--- config.mk ---
export PLATFORM = sky130hd
export DESIGN_NAME = conv_stream
export DESIGN_NICKNAME = d
export VERILOG_FILES = /design/src/rtl/conv_stream.sv
export SDC_FILE = /design/constraint.sdc
export NUM_CORES = 1
export LEC_CHECK = 0
export ABC_AREA = 1
export CORE_AREA = 2 2 215 217
export CTS_BUF_LIST = sky130_fd_sc_hd__clkbuf_16
export CTS_CLUSTER_SIZE = 10
export DETAILED_ROUTE_END_ITERATION = 16
export DIE_AREA = 0 0 217 219
export MAX_ROUTING_LAYER = met4
export PLACE_DENSITY_LB_ADDON = 0.1
export SYNTH_ARGS = -nofsm -noshare
export SYNTH_HDL_FRONTEND = slang
export SYNTH_SLANG_ARGS = --single-unit
--- constraint.sdc ---
create_clock -name clk -period 7.9 [get_ports clk]
set_clock_uncertainty 0.1 [all_clocks]
set_input_delay 1.58 -clock clk [delete_from_list [all_inputs] [get_ports clk]]
set_output_delay 1.58 -clock clk [all_outputs]
set_load 0.02 [all_outputs]
--- src/rtl/conv_stream.sv ---
// conv_stream: runtime-length 1-D linear convolution engine.
// Captures L sample pairs (a[i], b[i]) from a valid/ready stream, then runs
// one MAC per cycle (j outer, i inner) into a full-precision accumulator
// bank. The 2L-1 results y[k] = sum_i a[i]*b[k-i] leave on a valid/ready
// stream, and out_last marks y[2L-2]. Each accumulator entry is cleared as
// its result is consumed, so the next frame starts from zero.
module conv_stream #(
  parameter int DATA_W  = 8,
  parameter int MAX_LEN = 8,
  parameter int LEN_W   = $clog2(MAX_LEN) + 1,
  parameter int ACC_W   = 2*DATA_W + $clog2(MAX_LEN)
) (
  input  logic                     clk,
  input  logic                     reset,
  input  logic [LEN_W-1:0]         cfg_len,
  input  logic                     in_valid,
  output logic                     in_ready,
  input  logic signed [DATA_W-1:0] in_a,
  input  logic signed [DATA_W-1:0] in_b,
  output logic                     out_valid,
  input  logic                     out_ready,
  output logic signed [ACC_W-1:0]  out_data,
  output logic                     out_last,
  output logic                     busy,
  output logic                     err_len
);

  localparam int ACC_N  = 2*MAX_LEN - 1;
  localparam int IDX_W  = (MAX_LEN > 1) ? $clog2(MAX_LEN) : 1;
  localparam int AIDX_W = (ACC_N > 1) ? $clog2(ACC_N) : 1;
  localparam int PROD_W = 2*DATA_W;

  typedef enum logic [1:0] {IDLE, LOAD, CONV, OUT} state_t;

  state_t                    state;
  logic [IDX_W-1:0]          len_m1;
  logic [IDX_W-1:0]          ld_idx;
  logic [IDX_W-1:0]          i_idx;
  logic [IDX_W-1:0]          j_idx;
  logic [AIDX_W-1:0]         k_idx;
  logic [AIDX_W-1:0]         last_k;

  logic signed [DATA_W-1:0]  a_mem [MAX_LEN];
  logic signed [DATA_W-1:0]  b_mem [MAX_LEN];
  logic signed [ACC_W-1:0]   acc   [ACC_N];

  logic                      in_fire;
  logic                      out_fire;
  logic [IDX_W-1:0]          cfg_m1;
  logic                      cfg_bad;
  logic [AIDX_W-1:0]         mac_idx;
  logic [AIDX_W-1:0]         k_nxt;
  logic signed [PROD_W-1:0]  prod;

  // A length of zero or above MAX_LEN is out of range for this engine.
  function automatic logic len_bad(input logic [LEN_W-1:0] l);
    return (l == '0) || (l > LEN_W'(MAX_LEN));
  endfunction

  // Effective L-1; an out-of-range request falls back to MAX_LEN.
  function automatic logic [IDX_W-1:0] len_to_m1(input logic [LEN_W-1:0] l);
    logic [LEN_W-1:0] eff;
    eff = len_bad(l) ? LEN_W'(MAX_LEN) : l;
    return IDX_W'(eff - LEN_W'(1));
  endfunction

  // Widen a full-precision product to the accumulator width; the extra
  // clog2(MAX_LEN) guard bits absorb all L-term sums, so no saturation.
  function automatic logic signed [ACC_W-1:0] sext_prod(input logic signed [PROD_W-1:0] p);
    return ACC_W'(p);
  endfunction

  assign in_fire  = in_valid && in_ready;
  assign out_fire = out_valid && out_ready;
  assign cfg_m1   = len_to_m1(cfg_len);
  assign cfg_bad  = len_bad(cfg_len);
  assign mac_idx  = AIDX_W'(i_idx) + AIDX_W'(j_idx);
  assign k_nxt    = k_idx + AIDX_W'(1);
  assign prod     = PROD_W'(a_mem[i_idx]) * PROD_W'(b_mem[j_idx]);

  // Frame sequencing, loop counters and all registered handshake/status outputs
  always_ff @(posedge clk or negedge reset) begin
    if (!reset) begin
      state     <= IDLE;
      len_m1    <= '0;
      ld_idx    <= '0;
      i_idx     <= '0;
      j_idx     <= '0;
      k_idx     <= '0;
      last_k    <= '0;
      in_ready  <= 1'b1;
      out_valid <= 1'b0;
      out_data  <= '0;
      out_last  <= 1'b0;
      busy      <= 1'b0;
      err_len   <= 1'b0;
    end else begin
      err_len <= 1'b0;
      unique case (state)
        IDLE: begin
          if (in_fire) begin
            len_m1  <= cfg_m1;
            last_k  <= AIDX_W'(cfg_m1) << 1;
            err_len <= cfg_bad;
            ld_idx  <= IDX_W'(1);
            i_idx   <= '0;
            j_idx   <= '0;
            busy    <= 1'b1;
            if (cfg_m1 == '0) begin
              state    <= CONV;
              in_ready <= 1'b0;
            end else begin
              state <= LOAD;
            end
          end
        end
        LOAD: begin
          if (in_fire) begin
            ld_idx <= ld_idx + IDX_W'(1);
            if (ld_idx == len_m1) begin
              state    <= CONV;
              in_ready <= 1'b0;
            end
          end
        end
        CONV: begin
          if (i_idx == len_m1) begin
            i_idx <= '0;
            if (j_idx == len_m1) begin
              j_idx <= '0;
              state <= OUT;
            end else begin
              j_idx <= j_idx + IDX_W'(1);
            end
          end else begin
            i_idx <= i_idx + IDX_W'(1);
          end
        end
        OUT: begin
          if (!out_valid) begin
            // First cycle in OUT: the last MAC has landed, present y[0].
            out_valid <= 1'b1;
            out_data  <= acc[0];
            out_last  <= (last_k == '0);
            k_idx     <= '0;
          end else if (out_ready) begin
            if (out_last) begin
              state     <= IDLE;
              out_valid <= 1'b0;
              out_last  <= 1'b0;
              out_data  <= '0;
              k_idx     <= '0;
              busy      <= 1'b0;
              in_ready  <= 1'b1;
            end else begin
              k_idx    <= k_nxt;
              out_data <= acc[k_nxt];
              out_last <= (k_nxt == last_k);
            end
          end
        end
        default: state <= IDLE;
      endcase
    end
  end

  // Operand capture: first beat of a frame lands at index 0, later beats at ld_idx
  always_ff @(posedge clk or negedge reset) begin
    if (!reset) begin
      for (int n = 0; n < MAX_LEN; n++) begin
        a_mem[n] <= '0;
        b_mem[n] <= '0;
      end
    end else if (in_fire) begin
      if (state == IDLE) begin
        a_mem[0] <= in_a;
        b_mem[0] <= in_b;
      end else begin
        a_mem[ld_idx] <= in_a;
        b_mem[ld_idx] <= in_b;
      end
    end
  end

  // Accumulator bank: one MAC per CONV cycle; an entry clears when its result is taken
  always_ff @(posedge clk or negedge reset) begin
    if (!reset) begin
      for (int n = 0; n < ACC_N; n++) begin
        acc[n] <= '0;
      end
    end else if (state == CONV) begin
      acc[mac_idx] <= acc[mac_idx] + sext_prod(prod);
    end else if ((state == OUT) && out_fire) begin
      acc[k_idx] <= '0;
    end
  end

endmodule

==> summary.md, run 1 <==
| Metric | Value |
|---|---|
| Outcome | finished clean |
| Final Wtd Congestion | 0.973 |
| Mapped Nets | ~3500 |
| Final core occ | 0.649 |
| Crit path launch type | register |
| WP buf/inv | 3 |
| P&R area growth vs syn | 8.57% |
| Crit path cell chain | ha_1, fa_1, nand2_4, buf_4, buf_4, o22ai_1, o21ai_0, o2111ai_1, fa_1, inv_1, fa_1, fa_1, fa_1, ha_1, ha_1, nand2_1, nor2_1, nand3b_1, nand3b_1, nand2_1, nand3_1, o21ai_0 |
| Mapped cell area | between 20000 and 30000 um^2 |
| Slew Limit Headroom | 0.320 |
| Worst Path Required | 8.25 ns |
| Routed len/inst | 22.5 um |
| Area leader, netlist | dfrtp_1 |
| Final instance area | between 20000 and 30000 um^2 |
| Mapped Avg Cell Area | about 8.0 um^2 |
| Global-route wire length before repair | 140 mm |
| F_max | approximately 130 MHz |
| CTS tree | yes |
| Nature of the critical path endpoint | register |
| I/O pin count | 48 |
| Syn. warnings | 0 |
| Period minus WS final | 7.53 ns |
| DRC | 0 |
| Fillers | 3981 |
| CP arrival | 7.88 ns |
| Most frequent cells in the layout | 676 x nand2_1, 453 x dfrtp_1, 423 x o21ai_0, 404 x inv_1, 248 x nor2_1 |
| N_diodes | 0 |
| Maxcap violations | 0 |
| Hold buffers post-CTS | 0 |
| Die area | 47500 um^2 |
| DRT iter0 DRCs | 3122 |
| Share of the synthesized area in the top cell type | 0.422 |
| Placed Area | 27800 um^2 |
| Metal-1 WL | approximately 35 mm |
| Final cycle utilization of the critical path | 0.953 |
| Core region area | 45100 um^2 |
| Share of cells above drive strength 1 | 0.0550 |
| EDFF count, synth | 0 |
| Met2 wire length | between 40 and 50 mm |
| Setup TNS | 0 ns |
| Main flop type after synthesis | dfrtp_1 |
| Commonest non-fill, non-tap cell in the layout | nand2_1 |
| Total track usage | 0.393 |
| Detailed Place HPWL | 58.6 mm |
| FF+latch area | 11400 um^2 |
| Die Y | 219 um |
| Nets | 3495 |
| Met3 wire len | 9.29 mm |
| Clk buf depth | 3 |
| Final wirelength | 88.8 mm |
| Aggregate global routing overflow | 0 |
| Clock Sinks | roughly 460 |
| CTS resizes | 0 |
| Slew Limit Fails | 0 |
| CP max FO | 30 |
| Port-buffer cells | 47 |
| Multi-input logic area | 13100 um^2 |
| Initial Util | 0.597 |
| Vias in the first global route | approximately 25000 |
| Antenna violations before repair | 0 |
| Post-synthesis register bit count | 455 |
| Seq/Total Area, Yosys | 0.423 |
| Cell row count | 78 |
| Final-report hold violation count | 0 |
| Post-Synthesis Cells | 3372 |
| TritonRoute pass-1 iters | 8 |
| Setup Crit Path Kind | register to register |
| Worst hold path type | register to register |
| Routed Antenna Nets | 0 |
| Min Hold Slack | 0.380 ns |
| Vias per inst | 6.35 |
| DR vias | 25100 |
| Setup Viol. Count Final | 0 |
| Worst path max stage delay | 0.65 ns |
| Netlist cell types | 55 |
| Largest net degree at the start of global routing | 175 |
| RSZ-0062 raised after global routing | no |
| Largest cells by area after synthesis | dfrtp_1 42%, nand2_1 9.4%, o21ai_0 7.9% |
| Post-CTS setup buffer count | 0 |
| Worst-Skew Late Latency | 0.62 ns |
| Worst-path cell with the longest stage delay | fa_1 |
| Worst-margin pin slew | 1.02 ns |
| Async S/R FF share, synth | 1.00 |
| CP delay by family, top | adder cells |
| Crit-path most repeated cell | fa_1 |
| Clk slew on worst S/H paths | 0.06 ns |
| CTS buffer count | 52 |
| Clock root buffer master | clkbuf_16 |
| Die X | 217 um |
| Highest routed layer | met4 |
| H-tree depth | 2 |
==> final timing paths <==
path | from | to | slack, ns | depth (start not counted)
setup reg to reg | j_idx[0] | acc[280] | 0.37 | 22
max in group asynchronous | reset | a_mem[12] | 5.37 | 2
min in group asynchronous | reset | out_data[2] | 0.85 | 1
hold reg to reg | a_mem[13] | a_mem[13] | 0.38 | 2
hold / removal | a_mem[13] | a_mem[13] | 0.38 | 2
setup / recovery | j_idx[0] | acc[280] | 0.37 | 22
==> registers in the layout, summed over array words and instances, names as in the netlist <==
register,flops
i_idx,3
ld_idx,3
out_last,1
busy,1
in_ready,1
out_valid,1
a_mem,64
b_mem,64
acc,285
k_idx,4
j_idx,3
err_len,1
len_m1,3
out_data,19
state,2
==> logic make-up after synthesis <==
logic type,share of synthesized area
buffers and inverters,0.0918
AO/OA/AOI/OAI,0.204
flip-flops,0.423
adder cells (fa/ha/maj),0.0910
XOR/XNOR,0.00813
multiplexers,0.00111
AND/OR/NAND/NOR,0.181
==> tightest hold or removal path, delay by kind of cell (launching register included) <==
family,cells,cell delay (ns)
compound gates,1,0.06
simple gates,1,0.05
flops,1,0.34
==> routing by layer <==
metal,vias up,track usage
li1,11200,-
met1,12100,0.506
met2,1530,0.607
met3,306,0.0784
met4,0,0.172
met5,-,-
==> cells in the mapped netlist, drive strengths merged, types with 3 or more instances <==
master,instances
inv,405
o211ai,35
nand4,17
o21ai,458
nand2,688
mux2i,3
buf,78
o2111ai,26
a21oi,148
dfrtp,454
o22ai,192
ha,60
xor2,9
o21bai,3
xnor2,16
o31ai,3
or2,6
a21boi,7
a221oi,13
clkbuf,135
nand3,210
nor2,254
nor3,6
o32ai,27
nand3b,3
fa,85
a22oi,4
o221ai,17
==> final cells by class <==
class,count,area share
clock buffer,54,0.0462
clock inverter,21,0.00312
inverter,406,0.0523
multi-input combinational,2298,0.449
sequential,455,0.389
tap,600,0.0257
timing repair buffer,113,0.0345
==> per-stage QoR <==
stage | std cells | setup WS [ns]
final | 3947 | 0.373
after global routing | 3947 | 0.0371
after CTS | 3947 | 0.516
after detailed placement | 3872 | 0.536
after global placement | 3872 | 0.640
after floorplan | 3372 | 1.57
Power of run 1 is left out: the tool's default activity adds up to more than one toggle a clock period on the data nets, which glitch-free logic cannot reach.
==> run 2: changes to the inputs <==
--- a/config.mk
+++ b/config.mk
@@ -6,11 +6,11 @@
 export NUM_CORES = 1
 export LEC_CHECK = 0
 export ABC_AREA = 1
-export CORE_AREA = 2 2 215 217
+export CORE_AREA = 2 2 209 211
 export CTS_BUF_LIST = sky130_fd_sc_hd__clkbuf_16
 export CTS_CLUSTER_SIZE = 10
 export DETAILED_ROUTE_END_ITERATION = 16
-export DIE_AREA = 0 0 217 219
+export DIE_AREA = 0 0 211 213
 export MAX_ROUTING_LAYER = met4
 export PLACE_DENSITY_LB_ADDON = 0.1
 export SYNTH_ARGS = -nofsm -noshare
==> summary.md, run 2 (synthesis results as in run 1) <==
| Metric | Value |
|---|---|
| CP max FO | 19 |
| DRC | 0 |
| Vias in the first global route | 24900 |
| Vias per inst | 6.49 |
| DRT iter0 DRCs | approximately 3500 |
| Final Wtd Congestion | 0.982 |
| TritonRoute pass-1 iters | 6 |
| Reg-to-Reg End | acc[280] |
| H-tree depth | 2 |
| Maxcap violations | 0 |
| Fillers | between 3000 and 4000 |
| Die X | around 210 um |
| Post-CTS setup buffer count | 0 |
| Crit path launch type | register |
| Largest net degree at the start of global routing | 152 |
| Worst-Skew Late Latency | 0.62 ns |
| CTS tree | yes |
| Aggregate global routing overflow | 0 |
| R2R cell count | 22 |
| Worst-margin pin slew | 1.10 ns |
| Setup Viol. Count Final | 0 |
| Cell row count | 76 |
| Worst Path Required | 8.26 ns |
| Biggest regs | acc: 285 flops, a_mem: 64 flops, b_mem: 64 flops |
| CP arrival | 7.92 ns |
| Die area | 44900 um^2 |
| Worst hold path type | register to register |
| Clock root buffer master | clkbuf_16 |
| RSZ-0062 raised after global routing | no |
| Core region area | 42700 um^2 |
| F_max | 132 MHz |
| Final-report hold violation count | 0 |
| Setup TNS | 0 ns |
| Commonest non-fill, non-tap cell in the layout | nand2_1 |
| Slew Limit Fails | 0 |
| Nets | 3491 |
| Setup Crit Path Kind | register to register |
| Nature of the critical path endpoint | register |
| DR vias | between 20000 and 30000 |
| Total track usage | 0.405 |
| Detailed Place HPWL | 57.1 mm |
| Hold worst-path end | a_mem[12] |
| Clock Sinks | roughly 460 |
| FF+latch area | 11400 um^2 |
| Period minus WS final | 7.57 ns |
| CTS buffer count | 53 |
| I/O pin count | 48 |
| Hold Path Origin | a_mem[12] |
| Share of cells above drive strength 1 | 0.0544 |
| Worst hold path depth | 2 |
| Slew Limit Headroom | 0.267 |
| Antenna violations before repair | 0 |
| Multi-input logic area | 13100 um^2 |
| Largest Register | acc |
| Most frequent cells in the layout | 676 x nand2_1, 453 x dfrtp_1, 423 x o21ai_0, 402 x inv_1, 248 x nor2_1 |
| Routed Antenna Nets | 0 |
| Routed len/inst | 22.2 um |
| Port-buffer cells | 47 |
| Initial Util | 0.631 |
| Die Y | 213 um |
| Clk slew on worst S/H paths | roughly 0.050 ns |
| RR Startpoint | i_idx[0] |
| Clk buf depth | 3 |
| Reg2reg setup slack | between 0.3 and 0.4 ns |
| Outcome | finished clean |
| Min Hold Slack | 0.379 ns |
| Max reg flops | 285 |
| Final wirelength | 86.6 mm |
| Final cycle utilization of the critical path | 0.958 |
| Global-route wire length before repair | 138 mm |
| P&R area growth vs syn | 8.32% |
-- run 2: metal layers --
| layer | GRT usage | up-vias | wire [um] |
|---|---|---|---|
| li1 | - | 11200 | - |
| met1 | 0.519 | 12100 | 33400 |
| met2 | 0.625 | 1659 | 39400 |
| met3 | 0.0794 | 356 | 9480 |
| met4 | 0.191 | 0 | 4390 |
| met5 | - | - | 0 |
-- run 2: through the flow --
step | area (um^2) | util | instances | setup slack [ns]
floorplan | 26900 | - | 3372 | 1.57
global placement | 27700 | 0.649 | 3813 | 0.557
detailed placement | 27700 | 0.649 | 3813 | 0.427
CTS | 29200 | 0.683 | 3893 | 0.371
global route | 29200 | 0.683 | 3893 | 0.0490
finish | 29200 | 0.683 | 3894 | 0.335
-- run 2: what timing repair did --
action | CTS | global route
gates resized for setup | 0 | 1
setup endpoints to repair | 0 | 31
hold buffers | 0 | 0
-- run 2: worst max-delay path by stage --
stage,cells past startpoint,to,start,slack [ns]
after floorplan,29,acc[185],i_idx[0],1.57
after global placement,24,acc[277],i_idx[0],0.56
after detailed placement,22,acc[258],i_idx[0],0.43
after CTS,24,acc[258],i_idx[0],0.37
after global routing,22,acc[87],j_idx[0],0.05
final,22,acc[280],i_idx[0],0.33
-- run 2: worst max-delay path: stages (launching register included) --
cell	delay, ns
dfrtp_1	0.39
ha_1	0.23
fa_1	0.88
inv_2	0.23
nand2_1	0.13
buf_4	0.31
o22ai_1	0.12
o21ai_0	0.41
o2111ai_1	0.37
fa_1	0.58
fa_1	0.53
inv_1	0.06
fa_1	0.55
fa_1	0.43
ha_1	0.30
ha_1	0.37
nand2_1	0.12
nor2_1	0.24
nand3b_1	0.12
nand3b_1	0.12
nand2_1	0.41
nand3_1	0.26
o21ai_0	0.11
-- run 2: area by class of cell --
class / instances / area share
multi-input combinational: 2298 / 0.450
sequential: 455 / 0.390
inverter: 406 / 0.0525
clock buffer: 53 / 0.0455
timing repair buffer: 108 / 0.0333
tap: 546 / 0.0234
clock inverter: 27 / 0.00527
antenna: 1 / 0.0000858
Power of run 2 is left out for the same reason.
